## src/rtl/step_motor_pkg.sv

```systemverilog
`default_nettype none
// ============================================================================
// Module      : step_motor_pkg
// Description : Shared types, phase table and step arithmetic for the
//               stepper sequencer.
// Revision    : 1.0 - initial release
// ============================================================================
package step_motor_pkg;

    typedef enum logic [1:0] {
        HALF = 2'd0,
        FULL = 2'd1,
        WAVE = 2'd2
    } mode_t;

    typedef enum logic [0:0] {
        IDLE = 1'b0,
        RUN  = 1'b1
    } state_t;

    typedef struct packed {
        logic [2:0] idx;
        logic [1:0] delta;
    } step_t;

    // Coil bits {A+, A-, B+, B-} for each of the eight half-step positions
    localparam logic [3:0] PHASE_TABLE [8] = '{
        4'b1000, 4'b1010, 4'b0010, 4'b0110,
        4'b0100, 4'b0101, 4'b0001, 4'b1001
    };

    function automatic mode_t decode_mode(input logic [1:0] raw);
        case (raw)
            2'd1:    return FULL;
            2'd2:    return WAVE;
            default: return HALF;
        endcase
    endfunction

    // Full-step parks on odd indices, wave on even; a misaligned index takes
    // a single half-step to realign, otherwise the move is two half-steps.
    function automatic step_t next_idx(input logic [2:0] idx, input logic dir,
                                       input mode_t mode);
        step_t      v_res;
        logic [1:0] v_mag;
        case (mode)
            FULL:    v_mag = idx[0] ? 2'd2 : 2'd1;
            WAVE:    v_mag = idx[0] ? 2'd1 : 2'd2;
            default: v_mag = 2'd1;
        endcase
        v_res.delta = v_mag;
        v_res.idx   = dir ? idx + {1'b0, v_mag} : idx - {1'b0, v_mag};
        return v_res;
    endfunction

endpackage
`default_nettype wire

```

## src/rtl/step_phase_seq.sv

```systemverilog
`default_nettype none
// ============================================================================
// Module      : step_phase_seq
// Description : Phase index register and registered coil decode. With
//               STEP_MOTOR_POS_EN it also exports the signed step delta.
// Revision    : 1.0 - initial release
// ============================================================================
module step_phase_seq
    import step_motor_pkg::*;
(
    input  logic  clk,
    input  logic  rst,
    input  logic  en,
    input  logic  step,
    input  logic  dir,
    input  mode_t mode,
    output logic  coil_a_p,
    output logic  coil_a_n,
    output logic  coil_b_p,
    output logic  coil_b_n
`ifdef STEP_MOTOR_POS_EN
    ,
    output logic signed [2:0] step_delta
`endif
);

    logic [2:0] r_idx;
    logic [3:0] r_coils;
    step_t      w_nxt;
    logic [2:0] w_idx_next;

    always_comb begin
        w_nxt      = next_idx(r_idx, dir, mode);
        w_idx_next = step ? w_nxt.idx : r_idx;
    end

    // Coils track the index being written this edge, so they move with it
    always_ff @(posedge clk or posedge rst) begin
        if (rst) begin
            r_idx   <= 3'd0;
            r_coils <= 4'b0000;
        end else begin
            r_idx   <= w_idx_next;
            r_coils <= en ? PHASE_TABLE[w_idx_next] : 4'b0000;
        end
    end

    assign {coil_a_p, coil_a_n, coil_b_p, coil_b_n} = r_coils;

`ifdef STEP_MOTOR_POS_EN
    assign step_delta = dir ? $signed({1'b0, w_nxt.delta})
                            : -$signed({1'b0, w_nxt.delta});
`else
    logic w_unused_delta;
    assign w_unused_delta = ^w_nxt.delta;
`endif

endmodule
`default_nettype wire

```

## src/rtl/step_motor_ctrl.sv

```systemverilog
`default_nettype none
// ============================================================================
// Module      : step_motor_ctrl
// Description : Counted-move stepper sequencer with rate divider, pause and
//               abort. Define STEP_MOTOR_POS_EN to add the position counter.
// Revision    : 1.0 - initial release
// ============================================================================
module step_motor_ctrl
    import step_motor_pkg::*;
#(
    parameter int DIV_W = 16,
    parameter int CNT_W = 16
`ifdef STEP_MOTOR_POS_EN
    ,
    parameter int POS_W = 32
`endif
) (
    input  logic             clk,
    input  logic             rst,
    input  logic             en,
    input  logic             cmd_valid,
    output logic             cmd_ready,
    input  logic [CNT_W-1:0] cmd_steps,
    input  logic             cmd_dir,
    input  logic [1:0]       cmd_mode,
    input  logic [DIV_W-1:0] cmd_div,
    input  logic             abort,
    output logic             busy,
    output logic             done,
    output logic             coil_a_p,
    output logic             coil_a_n,
    output logic             coil_b_p,
    output logic             coil_b_n
`ifdef STEP_MOTOR_POS_EN
    ,
    input  logic                    pos_clr,
    output logic signed [POS_W-1:0] pos
`endif
);

    localparam logic [0:0] C_ST_IDLE = 1'(IDLE);
    localparam logic [0:0] C_ST_RUN  = 1'(RUN);

    logic [0:0]       r_state;
    logic [DIV_W-1:0] r_cnt;
    logic [DIV_W-1:0] r_div;
    logic [CNT_W-1:0] r_rem;
    logic             r_dir;
    mode_t            r_mode;
    logic             r_done;

    logic w_run;
    logic w_accept;
    logic w_step;

    assign w_run     = (r_state == C_ST_RUN);
    assign cmd_ready = (r_state == C_ST_IDLE) && !abort;
    assign w_accept  = cmd_valid && cmd_ready;
    // Abort takes priority over a step falling due on the same edge
    assign w_step    = w_run && en && !abort && (r_cnt == '0);
    assign busy      = w_run;
    assign done      = r_done;

    always_ff @(posedge clk or posedge rst) begin
        if (rst) begin
            r_state <= C_ST_IDLE;
            r_cnt   <= '0;
            r_div   <= '0;
            r_rem   <= '0;
            r_dir   <= 1'b0;
            r_mode  <= HALF;
            r_done  <= 1'b0;
        end else begin
            r_done <= 1'b0;
            case (r_state)
                C_ST_IDLE: begin
                    if (w_accept) begin
                        r_dir  <= cmd_dir;
                        r_mode <= decode_mode(cmd_mode);
                        r_div  <= cmd_div;
                        r_cnt  <= cmd_div;
                        r_rem  <= cmd_steps;
                        if (cmd_steps == '0) begin
                            r_done <= 1'b1;
                        end else begin
                            r_state <= C_ST_RUN;
                        end
                    end
                end
                default: begin
                    if (abort) begin
                        r_state <= C_ST_IDLE;
                    end else if (en) begin
                        if (r_cnt == '0) begin
                            r_cnt <= r_div;
                            r_rem <= r_rem - 1'b1;
                            if (r_rem == CNT_W'(1)) begin
                                r_state <= C_ST_IDLE;
                                r_done  <= 1'b1;
                            end
                        end else begin
                            r_cnt <= r_cnt - 1'b1;
                        end
                    end
                end
            endcase
        end
    end

`ifdef STEP_MOTOR_POS_EN
    logic signed [2:0]       w_step_delta;
    logic signed [POS_W-1:0] w_pos_inc;
    logic signed [POS_W-1:0] r_pos;

    assign w_pos_inc = w_step ? {{(POS_W-3){w_step_delta[2]}}, w_step_delta} : '0;

    // A clear coinciding with a step leaves just that step's delta
    always_ff @(posedge clk or posedge rst) begin
        if (rst) begin
            r_pos <= '0;
        end else if (pos_clr || w_step) begin
            r_pos <= (pos_clr ? '0 : r_pos) + w_pos_inc;
        end
    end

    assign pos = r_pos;
`endif

    step_phase_seq u_seq (
        .clk        (clk),
        .rst        (rst),
        .en         (en),
        .step       (w_step),
        .dir        (r_dir),
        .mode       (r_mode),
        .coil_a_p   (coil_a_p),
        .coil_a_n   (coil_a_n),
        .coil_b_p   (coil_b_p),
        .coil_b_n   (coil_b_n)
`ifdef STEP_MOTOR_POS_EN
        ,
        .step_delta (w_step_delta)
`endif
    );

endmodule
`default_nettype wire

```

## config.mk

```make
export PLATFORM = sky130hd
export DESIGN_NAME = step_motor_ctrl
export DESIGN_NICKNAME = d
export VERILOG_FILES = /design/src/rtl/step_motor_pkg.sv /design/src/rtl/step_phase_seq.sv /design/src/rtl/step_motor_ctrl.sv
export SDC_FILE = /design/constraint.sdc
export NUM_CORES = 1
export LEC_CHECK = 0
export BUFFER_PORTS_ARGS = -buffer_cell sky130_fd_sc_hd__buf_2
export CAP_MARGIN = 20
export CORE_AREA = 2 2 88 90
export CTS_CLUSTER_DIAMETER = 30
export CTS_CLUSTER_SIZE = 16
export DETAILED_ROUTE_END_ITERATION = 7
export DIE_AREA = 0 0 90 92
export HOLD_SLACK_MARGIN = 0.1
export PLACE_DENSITY = 0.79
export RECOVER_POWER = 50
export SYNTH_ARGS = -nofsm -noshare
export SYNTH_HDL_FRONTEND = slang
export SYNTH_HIERARCHICAL = 1
export SYNTH_SLANG_ARGS = --single-unit
```

## constraint.sdc

```tcl
create_clock -name clk -period 2.7 [get_ports clk]
set_input_delay 0.81 -clock clk [delete_from_list [all_inputs] [get_ports clk]]
set_output_delay 0.81 -clock clk [all_outputs]
set_load 0.01 [all_outputs]
```

==> impl_metrics.tcl <==
set metrics [dict create \
    status "completed" \
    setup_viol 0 \
    avgRoutedWirePerCell_um 16.47 \
    synth_edf_count 0 \
    ys_ff_latch 60 \
    crit_chain "inv_1 > ha_2 > nor2b_2 > a211o_1 > inv_2 > ha_4 > o21ai_2 > fa_2 > or3_4 > and3_4 > xor2_4 > mux2i_1" \
    slowest_stage "dfrtp_1" \
    die_y_um 92 \
    fmax_mhz 373.1 \
    final_cell_area_um2 4333 \
    switching_power_uw 937.5 \
    start_kind "flop" \
    layout_commonest_cell "nand2_1" \
    arrival_ps 2950 \
    p_int_mw 1.811 \
    clkPwrFrac_pct 29.6 \
    io_pins 47 \
    irDropWorstVdd_mv 0.2700 \
    grt_pass1_wl_um 16800 \
    cts_max_path_buffers 2 \
    vias 3570 \
    drtIter0Drc 267 \
    initial_core_util_pct 48.40 \
    cts_htree_levels 3 \
    firstDrtPassIters 5 \
    critPathMaxFanout 5 \
    design.core.area_um2 7447 \
    skew_ps 15.70 \
    period_share_pct 99.27 \
    crit_path_end_kind "flop" \
    vias_per_cell 5.950 \
    slew_viol_final 0 \
    leakagePower_nw 1.919 \
    fp.dieArea_um2 8280 \
    nets 542 \
    maxSlewHeadroom_pct 11.31 \
    hold_viol 0 \
    place_area_um2 4090 \
    synthFlopType "dfrtp_1" \
    power_switching_share_pct 34.11 \
    cap_violations 0 \
    grt_pass1_vias 3559 \
    tightest_slew_ps 1330 \
    pwr-share-seq_pct 44.6 \
    critPathLaunch "r_mode[1]$_DFFE_PP0P_" \
    gp_congestion 0.9440 \
    r2r_start "r_mode[1]$_DFFE_PP0P_" \
    synth.avg_cell_area_um2 8.442 \
    routed_wl_um 9879 \
    period_needed_ps 2680 \
    grt_max_degree 54 \
    hp-class "in -> async" \
    clockRootBuffer "clkbuf_8" \
    overflow 0 \
    drcViolationCount 0 \
    postSynth.asyncResetShare_pct 100.0 \
    syn2layout_area_growth_pct 20.20 \
    port-buffer-count 46 \
    hpwl_um 7065 \
    detail-route-antenna-nets 0 \
    clk_pin_slew_ps 70 \
    n_antenna_cell 0 \
    cts_tree "built" \
    final_cell_mix "86 x nand2_1, 60 x dfrtp_1, 43 x buf_2" \
    clk_latency_ps 350 \
    num_rows 32 \
    path_class "reg -> reg" \
    cp_data_required_time_ps 2970 \
    grt_use_total_pct 24.93 \
    syn_area_um2 3605 \
    seq_area_frac_synth_pct 41.65 \
    netlist_instances 427 \
    die_x_um 90 \
    ctsHoldBuffers 0 \
    syn-num-nets 476 \
    holdWs_ps 370.5 \
    clock_sinks 60 \
    comb_power_share_pct 25.8 \
    slowest_delay_ps 400 \
    power_density_nw_per_um2 634.4 \
    rsz0062_at_grt "yes" \
    synth_cell_type_count 63 \
    grt_antenna_before_repair 0 \
    yosysWarnings 6 \
    cts_made_buffers 9 \
    drive_gt1_share_pct 22.69 \
]
## registers in the layout, summed over array words and instances (netlist names)
name           count
u_seq/r_coils      4
busy               1
done               1
r_mode             2
r_cnt             16
r_div             16
r_dir              1
r_rem             16
u_seq/r_idx        3
## per-layer routing
layer,global-route usage [%],wire [um]
met5,0,0
met4,9.744,218
met3,5.670,562
met2,42.92,4937
met1,30.51,4159
## final cells by class
| class | instances | area (um2) |
|---|---|---|
| timing repair buffer | 74 | 459.2 |
| inverter | 17 | 63.81 |
| multi-input combinational | 331 | 1987 |
| clock inverter | 4 | 48.80 |
| tap | 102 | 127.6 |
| sequential | 60 | 1501 |
| clock buffer | 12 | 145.1 |
| fill | 684 | 3114 |
## synthesized netlist by cell type, types with 5 or more instances
master    count  share of area, %
nand2_1      86               9.0
dfrtp_1      60                42
a21oi_1      34               4.7
o21ai_0      32               4.4
nor2_1       24               2.5
inv_1        17               1.8
nand3_1      15               2.1
clkbuf_1     11               1.1
nor4_1       11               1.9
a21oi_2      10               2.4
nor3_1       10               1.4
ha_1          8               2.8
o22ai_1       8               1.4
nor2b_1       7               1.2
or4_1         6               1.2
a31oi_1       5              0.87
mux2i_1       5               1.4
nand3b_1      5               1.0
nand4_1       5              0.87
## stage by stage
step / setup slack [ps] / cells / utilization, % / total power [mW] / TNS [ps]
3_5_place_dp: -24.11 / 581 / 54.92 / 1.909 / -24.11
6_report: 19.76 / 600 / 58.18 / 2.749 / 0
2_1_floorplan: 98.84 / 427 / - / 1.655 / 0
3_3_place_gp: 155.5 / 581 / 54.92 / 1.868 / 0
4_1_cts: 39.68 / 597 / 57.56 / 2.725 / 0
5_1_grt: -132.4 / 600 / 58.18 / 2.921 / -306.7
## path summary, 6_finish.rpt
| check | to | cells after the start | slack (ps) |
|---|---|---|---|
| max | u_seq/r_coils[3]$_DFF_PP0_ | 12 | 20 |
| min | u_seq/r_coils[2]$_DFF_PP0_ | 2 | 370 |
| max reg2reg | u_seq/r_coils[3]$_DFF_PP0_ | 12 | 20 |
| min reg2reg | r_div[11]$_DFFE_PP0P_ | 2 | 480 |
| max in group asynchronous | r_div[11]$_DFFE_PP0P_ | 3 | 1000 |
| min in group clk | r_div[11]$_DFFE_PP0P_ | 2 | 480 |
## power by group through the flow
stage | Sequential [mW] | Clock [mW] | Combinational, mW
3_5_place_dp | 1.23 | 0 | 0.676
6_report | 1.23 | 0.813 | 0.709
3_3_place_gp | 1.22 | 0 | 0.643
2_1_floorplan | 1.20 | 0 | 0.455
4_1_cts | 1.22 | 0.821 | 0.685
5_1_grt | 1.25 | 0.868 | 0.804
## repair_timing
action / 4_1_cts / 5_1_grt
resized for setup: 2 / 8
pin swaps: 0 / 4
endpoints found under the setup margin: 2 / 19
buffers inserted: 0 / 3
endpoints found under the hold margin: 0 / 0
## worst max-delay path, delay by kind of cell, from the launching register on
| kind | cells | cell delay [ps] |
|---|---|---|
| xor gates and xnor gates | 1 | 190 |
| AOI/OAI and AO/OA | 2 | 210 |
| DFF | 1 | 400 |
| and+or+nand+nor | 3 | 660 |
| adders and majority gates | 3 | 800 |
| muxes | 1 | 220 |
| buffers and inverters | 2 | 130 |
## cells by family after synthesis
| family | after synthesis | synth area share [%] |
|---|---|---|
| simple gates | 187 | 25.20 |
| fa+ha+maj | 9 | 3.332 |
| xor+xnor | 5 | 1.736 |
| compound gates | 124 | 22.25 |
| buf+inv | 36 | 4.130 |
| mux | 6 | 1.701 |
| flops | 60 | 41.65 |
Note: power is estimated with default switching activity, not from simulation.
